**config.mk**
```make
export PLATFORM = sky130hd
export DESIGN_NAME = strobe_capture_rx
export DESIGN_NICKNAME = d
export VERILOG_FILES = /design/src/rtl/jag_strobe_pkg.sv /design/src/rtl/strobe_fifo_mem.sv /design/src/rtl/strobe_capture_rx.sv
export SDC_FILE = /design/constraint.sdc
export NUM_CORES = 1
export LEC_CHECK = 0
export ABC_CLOCK_PERIOD_IN_PS = 2000
export BUFFER_PORTS_ARGS = -buffer_cell sky130_fd_sc_hd__buf_2
export CAP_MARGIN = 20
export CORE_UTILIZATION = 24
export DETAILED_ROUTE_END_ITERATION = 10
export SYNTH_ARGS = -nofsm -noshare
export SYNTH_HDL_FRONTEND = slang
export SYNTH_SLANG_ARGS = --single-unit
export TNS_END_PERCENT = 50
```
**constraint.sdc**
```tcl
create_clock -name sys_clk -period 2 [get_ports sys_clk]
set_input_delay 0.4 -clock sys_clk [delete_from_list [all_inputs] [get_ports sys_clk]]
set_output_delay 0.4 -clock sys_clk [all_outputs]
set_load 0.005 [all_outputs]
```
**src/rtl/jag_strobe_pkg.sv**
```systemverilog
// Shared sizing constants and helpers for the strobe capture receiver.
package jag_strobe_pkg;

    localparam int DEF_WIDTH = 16;
    localparam int DEF_DEPTH = 4;

    typedef enum logic [1:0] {
        OCC_EMPTY,
        OCC_PART,
        OCC_FULL
    } occ_e;

    // count must reach DEPTH itself, hence one bit beyond the pointer width
    function automatic int cnt_w(input int depth);
        return $clog2(depth) + 1;
    endfunction

endpackage

```
**src/rtl/strobe_fifo_mem.sv**
```systemverilog
// Storage array for the capture buffer: one synchronous write port, one asynchronous read port.
module strobe_fifo_mem #(
    parameter int WIDTH = 16,
    parameter int DEPTH = 4
) (
    input  logic                     clk,
    input  logic                     we,
    input  logic [$clog2(DEPTH)-1:0] waddr,
    input  logic [WIDTH-1:0]         wdata,
    input  logic [$clog2(DEPTH)-1:0] raddr,
    output logic [WIDTH-1:0]         rdata
);

    logic [WIDTH-1:0] mem [DEPTH];

    always_ff @(posedge clk) begin
        if (we) begin
            mem[waddr] <= wdata;
        end
    end

    assign rdata = mem[raddr];

endmodule

```
**src/rtl/strobe_capture_rx.sv**
```systemverilog
// Strobe-loaded capture buffer: accepts one word per ld strobe, presents the oldest word to the reader.
module strobe_capture_rx
    import jag_strobe_pkg::*;
#(
    parameter int WIDTH = DEF_WIDTH,
    parameter int DEPTH = DEF_DEPTH
) (
    input  logic                        sys_clk,
    input  logic                        resetl,
    input  logic                        ld,
    input  logic [WIDTH-1:0]            d,
    output logic [WIDTH-1:0]            q,
    output logic                        q_valid,
    input  logic                        q_rd,
    output logic                        full,
    output logic [cnt_w(DEPTH)-1:0]     count,
    output logic                        ovr,
    input  logic                        ovr_clr
);

    localparam int AW = $clog2(DEPTH);
    localparam int CW = cnt_w(DEPTH);

    logic [AW-1:0]    wr_ptr;
    logic [AW-1:0]    rd_ptr;
    logic [WIDTH-1:0] rd_data;
    logic             push;
    logic             pop;
    logic             overrun;
    occ_e             occ;

    always_comb begin
        occ = OCC_PART;
        if (count == '0) begin
            occ = OCC_EMPTY;
        end else if (count == CW'(DEPTH)) begin
            occ = OCC_FULL;
        end
    end

    assign q_valid = (occ != OCC_EMPTY);
    assign full    = (occ == OCC_FULL);

    // A pop frees the slot in the same edge, so a full buffer still accepts ld alongside q_rd
    assign pop     = q_rd && q_valid;
    assign push    = ld && (!full || pop);
    assign overrun = ld && full && !pop;

    always_ff @(posedge sys_clk) begin
        if (!resetl) begin
            wr_ptr <= '0;
            rd_ptr <= '0;
            count  <= '0;
            ovr    <= 1'b0;
        end else begin
            if (push) begin
                wr_ptr <= wr_ptr + AW'(1);
            end
            if (pop) begin
                rd_ptr <= rd_ptr + AW'(1);
            end
            if (push && !pop) begin
                count <= count + CW'(1);
            end else if (pop && !push) begin
                count <= count - CW'(1);
            end
            if (overrun) begin
                ovr <= 1'b1;
            end else if (ovr_clr) begin
                ovr <= 1'b0;
            end
        end
    end

    strobe_fifo_mem #(
        .WIDTH (WIDTH),
        .DEPTH (DEPTH)
    ) u_mem (
        .clk   (sys_clk),
        .we    (push && resetl),
        .waddr (wr_ptr),
        .wdata (d),
        .raddr (rd_ptr),
        .rdata (rd_data)
    );

    // Stale array contents never leak out while the buffer is empty
    assign q = q_valid ? rd_data : '0;

endmodule

```
# Yosys cells after proc, flatten, opt, wreduce, memory -nomap -nowiden

Memory sizes are Yosys's and may differ from the RTL's. A register that Yosys moved wholly into a read port is not among the register bits.
Cells that the tools add are included.

Output and inout bits: 22
Flip-flop bits (word level): 8
Bits of input ports: 21
Memories: 1
Word-level logic and storage cells: 37
RAM bits: 64

Memories:

| name      | depth | width | read ports | clocked after Yosys merged registers in | write ports | RTL line              | RTL |
|---|---|---|---|---|---|---|---|
| u_mem.mem | 4     | 16    | 1          | 1                                       | 1           | strobe_fifo_mem.sv:14 | `logic [WIDTH-1:0] mem [DEPTH];` |

Reduce and logical (&&, ||, !) cells: 15
Eq/ne operators: 2
Add/subtract/negate cells: 4
Mux-type cells: 11

Operators with widths:

| kind                                              | count |
|---|---|
| two-way mux 16 bit                                | 1 |
| two-way mux 2 bit                                 | 4 |
| logical AND 1 bit                                 | 7 |
| two-way mux 3 bit                                 | 2 |
| nonzero test 2 bit                                | 3 |
| adder 2 x 1 -> 2 bit (second input constant)      | 2 |
| two-way mux 1 bit                                 | 4 |
| adder 3 x 1 -> 3 bit (second input constant)      | 1 |
| equality test 3 bit (second input constant)       | 1 |
| logical NOT 1 bit                                 | 3 |
| logical NOT 3 bit                                 | 1 |
| subtractor 3 x 1 -> 3 bit (second input constant) | 1 |
| equality test 2 bit (second input constant)       | 1 |
| logical OR 1 bit                                  | 1 |

# Depth between registers and ports, before layout

Gate-level depths: netlist of the first run.

Depth in word-level cells: 11
Mapped depth: 8

# By module

A second synthesis of the first run with hierarchy kept.

Cells, all modules: 148
Area total of the unflattened synthesis: 2912.8 µm²

By module, submodules not included:

| module            | area each (µm²) | instances | cells an instance |
|---|---|---|---|
| strobe_fifo_mem   | 2377.3          | 1         | 88 |
| strobe_capture_rx | 535.5           | 1         | 60 |

# Worst setup path before layout of the first run

No wires, ideal clock.

Path type: register to register
Start point: register count[0]
End point: register count[2]
Data arrival time: 2104 ps
Required time: 1924 ps
Setup slack: -180 ps
Cell stages (with the launch flop): 9
Setup time: 76 ps
Cells stage by stage: dfxtp_1 -> nor3b_2 -> a21boi_2 -> ha_1 -> inv_1 -> fa_1 -> xor2_1 -> or3_1 -> a21boi_0

Cells in the longest elaborated chain, start to end: 10

Ends and longest elaborated chain:

| element                             | RTL line                | RTL |
|---|---|---|
| from (decl)                         | strobe_capture_rx.sv:16 | `output logic [cnt_w(DEPTH)-1:0] count,` |
| from (signal assigned)              | strobe_capture_rx.sv:63 | `count <= count + CW'(1);` |
| from (signal assigned)              | strobe_capture_rx.sv:65 | `count <= count - CW'(1);` |
| equality test 3 bit                 | strobe_capture_rx.sv:36 | `end else if (count == CW'(DEPTH)) begin` |
| two-way mux 2 bit                   | strobe_capture_rx.sv:36 |  |
| two-way mux 2 bit (*)               | strobe_capture_rx.sv:34 | `if (count == '0) begin` |
| equality test 2 bit (*)             | strobe_capture_rx.sv:42 | `assign full = (occ == OCC_FULL);` |
| net full                            | strobe_capture_rx.sv:15 | `output logic full,` |
| logical NOT 1 bit (*)               | strobe_capture_rx.sv:46 | `assign push = ld && (!full \|\| pop);` |
| logical OR 1 bit (*)                | strobe_capture_rx.sv:46 |  |
| logical AND 1 bit (*)               | strobe_capture_rx.sv:46 |  |
| logical NOT 1 bit                   | strobe_capture_rx.sv:64 | `end else if (pop && !push) begin` |
| logical AND 1 bit                   | strobe_capture_rx.sv:64 |  |
| nonzero test 2 bit (no source line) | n/a                     |  |

Mark *: on every way through the listed nets, which the timed path passes. The rest lies on a longest branch. The select of a mux whose other input is x is not followed.
A chain may end at the register's enable or synchronous reset.

==> flow_summary.json, run 1 <==
{
  "wl_per_cell_um": 14.02,
  "crit_fanout": 8,
  "synth_edf_count": 64,
  "grt_pass1_wl_um": 8604,
  "synth_cells": 155,
  "drc": 0,
  "dieArea_mm2": 0.01301,
  "finalMaxSlewViolations": 0,
  "htreeDepth": 3,
  "antenna_found_initial": 1,
  "nets": 239,
  "yosys.cell_types.count": 28,
  "p_leak_nw": 1.385,
  "fin_tns_setup_ps": -609.4,
  "start_util": 0.2488,
  "finalCritPeriodShare": 1.042,
  "cts.sinks": 74,
  "fmax_ghz": 0.4801,
  "synth.most_common_cell": "edfxtp_1",
  "clock-root-buffer": "clkbuf_16",
  "synthDominantCellAreaShare": 0.6379,
  "fillerInstances": 1225,
  "criticalPathCategory": "register to output pin",
  "rsz0062_at_grt": "true",
  "max_slew.worst_pin.slew_ps": 270.7,
  "cts_buffers": 9,
  "track_usage": 0.09353,
  "path_clk_slew_ps": 50,
  "ant_nets": 0,
  "ys_top_cells_by_count": "64 x edfxtp_1, 15 x nor2b_1, 10 x dfxtp_1, 10 x mux4_2",
  "failed_checks": "negative setup slack",
  "peakVddDrop_v": 0.0004234,
  "synth_seq_area_share": 0.7043,
  "syn-num-nets": 182,
  "fin_skew_ps": 3.109,
  "place.gp.congestion": 0.7110,
  "whs_ps": 285.2,
  "yosys_register_bits": 74,
  "ys.flop_type": "edfxtp_1",
  "overflow": 0,
  "setup_slack_ps": -83.06,
  "end_kind": "output pin",
  "drive_gt1_frac": 0.4306,
  "finalHoldViolCount": 0,
  "vias": 1516,
  "async_reset_ff_frac": 0,
  "yosysWarnings": 0,
  "setup_viol": 16,
  "cts_tree": "done",
  "insertion_delay_ps": 320,
  "io_pins": 43,
  "drt-initial-drc-count": 64,
  "grt_max_degree": 20,
  "maxCapViolCount": 0,
  "power_density_mw_per_mm2": 1314,
  "yosysTopAreaCell": "edfxtp_1",
  "outcome": "complete, but fails checks",
  "post-route-min-period_ps": 2083,
  "synthesis.area_mm2": 0.003013,
  "rows": 40,
  "syn2layout_area_growth_pct": 29.07,
  "hpwl_um": 3374,
  "slowest_stage": "mux4_2",
  "vias_per_cell": 3.948,
  "synth_area_per_cell_um2": 19.44,
  "grt_pass1_vias": 1666,
  "synthTopCellsByArea": "edfxtp_1 64%, mux4_2 7.5%, dfxtp_1 6.6%, mux4_1 5.2%, nor2b_1 3.1%",
  "wl_um": 5384,
  "core-area_mm2": 0.01211,
  "antennaDiodeCount": 0,
  "worstHoldPathType": "primary input to register",
  "cts_buffer_depth": 2,
  "cp.arrival_ps": 1680,
  "cp.required_ps": 1600,
  "path_cells": "buf_12, mux4_2, nor2b_1, buf_2",
  "drt_pre_antenna_iters": 4,
  "cp_slowest_stage_delay_ps": 530,
  "startpoint_type": "register",
  "die_w_um": 114.0,
  "die_y_um": 114.0,
  "cts_hold_buf": 0,
  "portBuffers": 42,
  "slew_headroom": 0.8195,
  "post_cts_buffers": 0
}
==> power by group <==
group / switching [W] / leakage (nW) / total [W] / internal [W]
clock network: 0.000559 / 0.161 / 0.00176 / 0.00120
registers: 0.000129 / 0.666 / 0.00195 / 0.00182
logic: 0.000616 / 0.559 / 0.00140 / 0.000781
total: 0.00130 / 1.39 / 0.00511 / 0.00381
==> worst max-delay path, delay by kind of cell, from the launching register on <==
kind	cells	cell delay, ps
AND/OR/NAND/NOR	1	150
buffers and inverters	2	280
flip-flops	1	390
multiplexers	1	530
==> path summary, 6_finish.rpt <==
check             from               end  slack [ps]  depth (start not counted)
max reg2reg   count[2]          count[2]          90                          8
min              d[12]  u_mem.mem[0][12]         290                          1
min reg2reg  rd_ptr[1]         rd_ptr[1]         490                          2
max           register             q[15]         -80                          4
==> routing by layer <==
| metal | part of all wire | up-vias | wire length [µm] | track usage |
|---|---|---|---|---|
| met5 | 0.0032 | - | 17 | 0 |
| met4 | 0.030 | 2 | 160 | 0.07013 |
| met3 | 0.044 | 12 | 238 | 0.02391 |
| met2 | 0.51 | 31 | 2739 | 0.1539 |
| met1 | 0.41 | 757 | 2228 | 0.1046 |
| li1 | - | 714 | - | - |
==> cell type report <==
type / instances / area (µm²) / area share
clock buffers: 9 / 225.2 / 0.05792
flip-flops and latches: 74 / 2137 / 0.5495
inverters: 6 / 22.52 / 0.005792
multi-input cells: 69 / 819.5 / 0.2107
clock inverters: 6 / 106.4 / 0.02735
repair buffers: 52 / 367.9 / 0.09459
well taps: 168 / 210.2 / 0.05405
==> kinds of logic (layout without fill, tap and decap cells) <==
group / after synthesis / after routing / synth area share
flops: 74 / 74 / 0.7043
mux: 19 / 19 / 0.1370
compound gates: 7 / 7 / 0.01910
buf+inv: 12 / 73 / 0.02408
simple gates: 34 / 34 / 0.07932
xor+xnor: 3 / 3 / 0.008723
fa+ha+maj: 6 / 6 / 0.02741
==> what timing repair did <==
item,in CTS,in global routing
resized for setup,7,3
cloned,1,0
pin swaps,0,1
setup endpoints to repair,16,17
==> metrics by stage <==
stage / setup slack, ps / std cells / instance area, µm² / utilization / total power, W
2_1_floorplan: 1.887 / 155 / 3033 / - / 0.002827
4_1_cts: -115.7 / 384 / 3881 / 0.3205 / 0.005190
5_1_grt: -148.6 / 384 / 3889 / 0.3211 / 0.005399
3_3_place_gp: 44.93 / 368 / 3533 / 0.2917 / 0.003307
3_5_place_dp: 19.01 / 368 / 3533 / 0.2917 / 0.003325
6_report: -83.06 / 384 / 3889 / 0.3211 / 0.005111
==> flip-flops by register name, summed over array words and instances (netlist names), named ones only <==
signal and cells:
u_mem.mem 64, count 3, rd_ptr 2, wr_ptr 2, ovr 1
==> placed cells by master (no fill, tap or decap), drive strengths merged <==
cell type | Yosys | final
xnor2 | 2 | 2
and3 | 4 | 4
buf | 5 | 52
nor3 | 1 | 1
bufinv | 0 | 3
or3 | 2 | 2
nor2b | 18 | 18
mux2i | 3 | 3
a32oi | 1 | 1
a21boi | 3 | 3
clkbuf | 1 | 9
ha | 5 | 5
fa | 1 | 1
nor3b | 1 | 1
inv | 6 | 6
clkinv | 0 | 3
mux4 | 16 | 16
o21ai | 2 | 2
edfxtp | 64 | 64
and2 | 3 | 3
nand2 | 5 | 5
dfxtp | 10 | 10
o31ai | 1 | 1
xor2 | 1 | 1
Note: power is estimated with default switching activity, not from simulation.
==> run 2, diff against run 1 <==
- CORE_MARGIN: default -> 4
- CTS_BUF_LIST: default -> sky130_fd_sc_hd__clkbuf_4 sky130_fd_sc_hd__clkbuf_8
==> flow_summary.json, run 2 (synthesis gave the netlist of run 1 again) <==
{
  "drc": 0,
  "die_w_um": 120.0,
  "power_density_mw_per_mm2": 1219,
  "criticalPathCategory": "register to output pin",
  "drt-initial-drc-count": 40,
  "post-place-ws_ps": 4.019,
  "whs_ps": 269.0,
  "swShare": 0.2858,
  "nets": 245,
  "peakVddDrop_v": 0.0004510,
  "rsz0062_at_grt": "true",
  "cp_slowest_stage_delay_ps": 500,
  "startpoint_type": "register",
  "dieArea_mm2": 0.01441,
  "fmax_ghz": 0.4816,
  "reg_top3": "u_mem.mem (64), count (3)",
  "wl_per_cell_um": 14.82,
  "finalMaxSlewViolations": 0,
  "outcome": "complete, but fails checks",
  "regMostFlops": "u_mem.mem",
  "antenna_found_initial": 1,
  "path_cells": "buf_8, mux4_2, nor2b_4, buf_2",
  "p_switching_w": 0.001318,
  "die_y_um": 120.0,
  "core-area_mm2": 0.01216,
  "holdPathStages": 1,
  "p_seq_frac": 0.422,
  "cts.sinks": 74,
  "htreeDepth": 3,
  "post-route-min-period_ps": 2077,
  "portBuffers": 42,
  "setup_viol": 16,
  "start_util": 0.2477,
  "grt_max_degree": 20,
  "cp.required_ps": 1600,
  "place_area_mm2": 0.003528,
  "final_cell_mix": "64 x edfxtp_1, 40 x buf_2, 16 x mux4_2",
  "crit_fanout": 6,
  "post_cts_buffers": 0,
  "finalInstanceArea_mm2": 0.003785,
  "io_pins": 43,
  "max_slew.worst_pin.slew_ps": 390.6,
  "finalCritPeriodShare": 1.038,
  "cts_buffers": 9,
  "finalHoldViolCount": 0,
  "vias_per_cell": 3.967,
  "setup_slack_ps": -76.59,
  "antennaDiodeCount": 0,
  "maxCapViolCount": 0,
  "largest_reg_flops": 64,
  "grt_pass1_vias": 1691,
  "end_kind": "output pin",
  "fillerInstances": 1187,
  "p_leak_nw": 1.373,
  "p_int_w": 0.003295,
  "overflow": 0,
  "slowest_stage": "mux4_2",
  "vias": 1547,
  "slew_headroom": 0.7396,
  "clkPwrFrac": 0.236,
  "cts_tree": "done",
  "rr_worst_depth": 7,
  "track_usage": 0.08534,
  "wl_um": 5778,
  "p_comb_frac": 0.343,
  "clock-root-buffer": "clkbuf_8",
  "drive_gt1_frac": 0.4820,
  "failed_checks": "negative setup slack",
  "hpwl_um": 3843,
  "rows": 40,
  "drt_pre_antenna_iters": 4,
  "insertion_delay_ps": 340,
  "ant_nets": 0,
  "cp.arrival_ps": 1680,
  "cts_buffer_depth": 2,
  "worstHoldPathType": "primary input to register",
  "layout_commonest_cell": "edfxtp_1",
  "place.gp.congestion": 0.6969,
  "grt_pass1_wl_um": 9080,
  "fin_skew_ps": 6.010,
  "path_clk_slew_ps": 70,
  "syn2layout_area_growth_pct": 25.62,
  "fin_tns_setup_ps": -883.3
}
## run 2: worst paths after layout
check             slack (ps)  startpoint                to
hold reg to reg          490   rd_ptr[1]          register
setup reg to reg          40    count[0]          count[2]
setup / recovery         -80    register              q[5]
hold / removal           270       d[10]  u_mem.mem[1][10]
## run 2: layout make-up
cell class              count  area, µm²  share of cell area
clock buffers              11      138.9             0.03669
clock inverters             4      43.79             0.01157
inverters                   6      22.52            0.005950
multi-input cells          69      852.1              0.2251
flip-flops and latches     74       2135              0.5640
well taps                 168      210.2             0.05554
repair buffers             58      382.9              0.1012
## run 2: metal layers
layer / global-route usage / up-vias / wire, µm
met1: 0.09332 / 777 / 2391
met3: 0.02780 / 13 / 251
met5: 0 / - / 7
met4: 0.05369 / 2 / 131
met2: 0.1426 / 30 / 2997
li1: - / 725 / -
## run 2: what timing repair did
item,4_1_cts,5_1_grt
hold buffers,0,0
resized for setup,13,10
pin swaps,0,1
endpoints found under the setup margin,16,17
cloned,1,0
## run 2: power by group through the flow
| stage | Combinational [W] | Clock [W] | Sequential (W) |
|---|---|---|---|
| 6_report | 0.00158 | 0.00109 | 0.00195 |
| 5_1_grt | 0.00175 | 0.00120 | 0.00196 |
| 4_1_cts | 0.00150 | 0.00113 | 0.00195 |
| 3_5_place_dp | 0.00140 | 0 | 0.00196 |
| 3_3_place_gp | 0.00140 | 0 | 0.00195 |
| 2_1_floorplan | 0.000890 | 0 | 0.00194 |
## run 2: worst max-delay path, delay by kind of cell (launching register included)
| family | cells | cell delay [ps] |
|---|---|---|
| buf+inv | 2 | 290 |
| flops | 1 | 410 |
| simple gates | 1 | 140 |
| mux | 1 | 500 |
## run 2: metrics by stage
step | std cells | total power (W) | util
4_1_cts | 390 | 0.004579 | 0.3071
5_1_grt | 390 | 0.004913 | 0.3112
3_3_place_gp | 374 | 0.003349 | 0.2901
6_report | 390 | 0.004613 | 0.3112
2_1_floorplan | 155 | 0.002827 | -
3_5_place_dp | 374 | 0.003360 | 0.2901
==> run 3, diff against run 2 <==
- PLACE_DENSITY: default -> 0.4
==> flow_summary.json, run 3 (synthesis gave the netlist of run 1 again) <==
{
  "core-area_mm2": 0.01216,
  "drc": 0,
  "maxCapViolCount": 0,
  "whs_ps": 273.1,
  "final_cell_mix": "64 x edfxtp_1, 42 x buf_2, 16 x mux4_2",
  "dp.cells": 373,
  "fin_skew_ps": 7.994,
  "drive_gt1_frac": 0.4796,
  "finalMaxSlewViolations": 0,
  "r2r_slack_ps": 80,
  "drt_pre_antenna_iters": 4,
  "die_w_um": 120.0,
  "grt_pass1_vias": 1678,
  "timing.rr.end": "count[2]",
  "cts_buffers": 9,
  "worstHoldPathType": "primary input to register",
  "place.gp.congestion": 0.6277,
  "register_area_mm2": 0.002137,
  "peakVddDrop_v": 0.0005244,
  "rsz0062_at_grt": "true",
  "largest_reg_flops": 64,
  "grt_pass1_wl_um": 9335,
  "syn2layout_area_growth_pct": 26.41,
  "fmax_ghz": 0.4902,
  "criticalPathCategory": "register to output pin",
  "cts.sinks": 74,
  "track_usage": 0.08899,
  "slew_headroom": 0.7719,
  "holdPathStages": 1,
  "hpwl_um": 3857,
  "stdcell_count": 389,
  "cp.required_ps": 1600,
  "setup_slack_ps": -39.85,
  "grt_max_degree": 17,
  "holdPathEnd": "u_mem.mem[0][3]",
  "htreeDepth": 3,
  "io_pins": 43,
  "wl_um": 5932,
  "max_slew.worst_pin.slew_ps": 341.1,
  "dieArea_mm2": 0.01441,
  "timing.rr.start": "count[2]",
  "reg_top3": "u_mem.mem (64), count (3)",
  "cp_slowest_stage_delay_ps": 520,
  "regMostFlops": "u_mem.mem",
  "vias_per_cell": 3.910,
  "antenna_found_initial": 0,
  "cp.arrival_ps": 1640,
  "post-route-min-period_ps": 2040,
  "failed_checks": "negative setup slack",
  "nets": 243,
  "post_cts_buffers": 0,
  "vias": 1521,
  "setup_viol": 13,
  "die_y_um": 120.0,
  "path_clk_slew_ps": 70,
  "wl_per_cell_um": 15.25,
  "finalCritPeriodShare": 1.020,
  "insertion_delay_ps": 340,
  "drt-initial-drc-count": 41,
  "final_util": 0.3132,
  "ant_nets": 0,
  "cts_hold_buf": 0,
  "slowest_stage": "mux4_2",
  "power_w": 0.004769,
  "start_util": 0.2477,
  "rr_worst_depth": 8,
  "cts_tree": "done",
  "clock-root-buffer": "clkbuf_8",
  "cts-resized-gates": 19,
  "finalHoldViolCount": 0,
  "outcome": "complete, but fails checks",
  "portBuffers": 42,
  "multi_input_area_um2": 848.3,
  "cts_buffer_depth": 2,
  "startpoint_type": "register",
  "layout_commonest_cell": "edfxtp_1",
  "p_leak_nw": 1.374,
  "power_density_mw_per_mm2": 1252,
  "crit_fanout": 8,
  "antennaDiodeCount": 0,
  "rows": 40,
  "end_kind": "output pin",
  "overflow": 0,
  "path_cells": "buf_12, mux4_2, nor2b_4, buf_2",
  "min_from": "d[3]",
  "fillerInstances": 1204
}
[run 3: cell types whose count changed in the layout (fill, tap and decap cells not counted), sizes merged]
cell    delta
clkinv     -2
clkbuf     +2
bufinv     +1
buf        -2
[run 3: worst max path at each step]
stage	end	from	slack, ps
CTS	q[14]	register	-80
floorplan	count[2]	count[2]	2
finish	q[8]	register	-40
global placement	count[2]	q_rd	50
global route	q[8]	register	-130
detailed placement	count[2]	q_rd	10
[run 3: area by class of cell]
class / count / area share
clock inverter: 3 / 0.01708
sequential: 74 / 0.5611
multi-input combinational: 69 / 0.2227
tap: 168 / 0.05519
clock buffer: 13 / 0.04205
inverter: 6 / 0.005913
timing repair buffer: 56 / 0.09593
[run 3: worst max-delay path: cells and delay by family (launching register included)]
family	cells	cell delay, ps
buffers and inverters	2	270
DFF	1	370
muxes	1	520
and+or+nand+nor	1	140
[run 3: per-stage QoR]
step | TNS, ps | setup WS (ps) | instance area [µm²]
after floorplan | 0 | 1.887 | 3033
after global placement | 0 | 52.12 | 3533
after detailed placement | 0 | 10.78 | 3533
after CTS | -986.8 | -81.75 | 3785
after global routing | -1653 | -127.5 | 3809
final | -301.7 | -39.85 | 3809
[run 3: metal layers]
metal | vias up | track usage | routed length [µm]
met3 | 9 | 0.03393 | 310
met2 | 38 | 0.1401 | 2759
li1 | 717 | - | -
met1 | 757 | 0.1087 | 2747
met5 | - | 0 | 0
met4 | 0 | 0.03865 | 114
[run 3: power by group]
part | total, W | switching (W) | internal (W)
clock | 0.00127 | 0.000493 | 0.000777
sequential | 0.00194 | 0.000123 | 0.00182
combinational | 0.00155 | 0.000697 | 0.000858
total | 0.00477 | 0.00131 | 0.00346
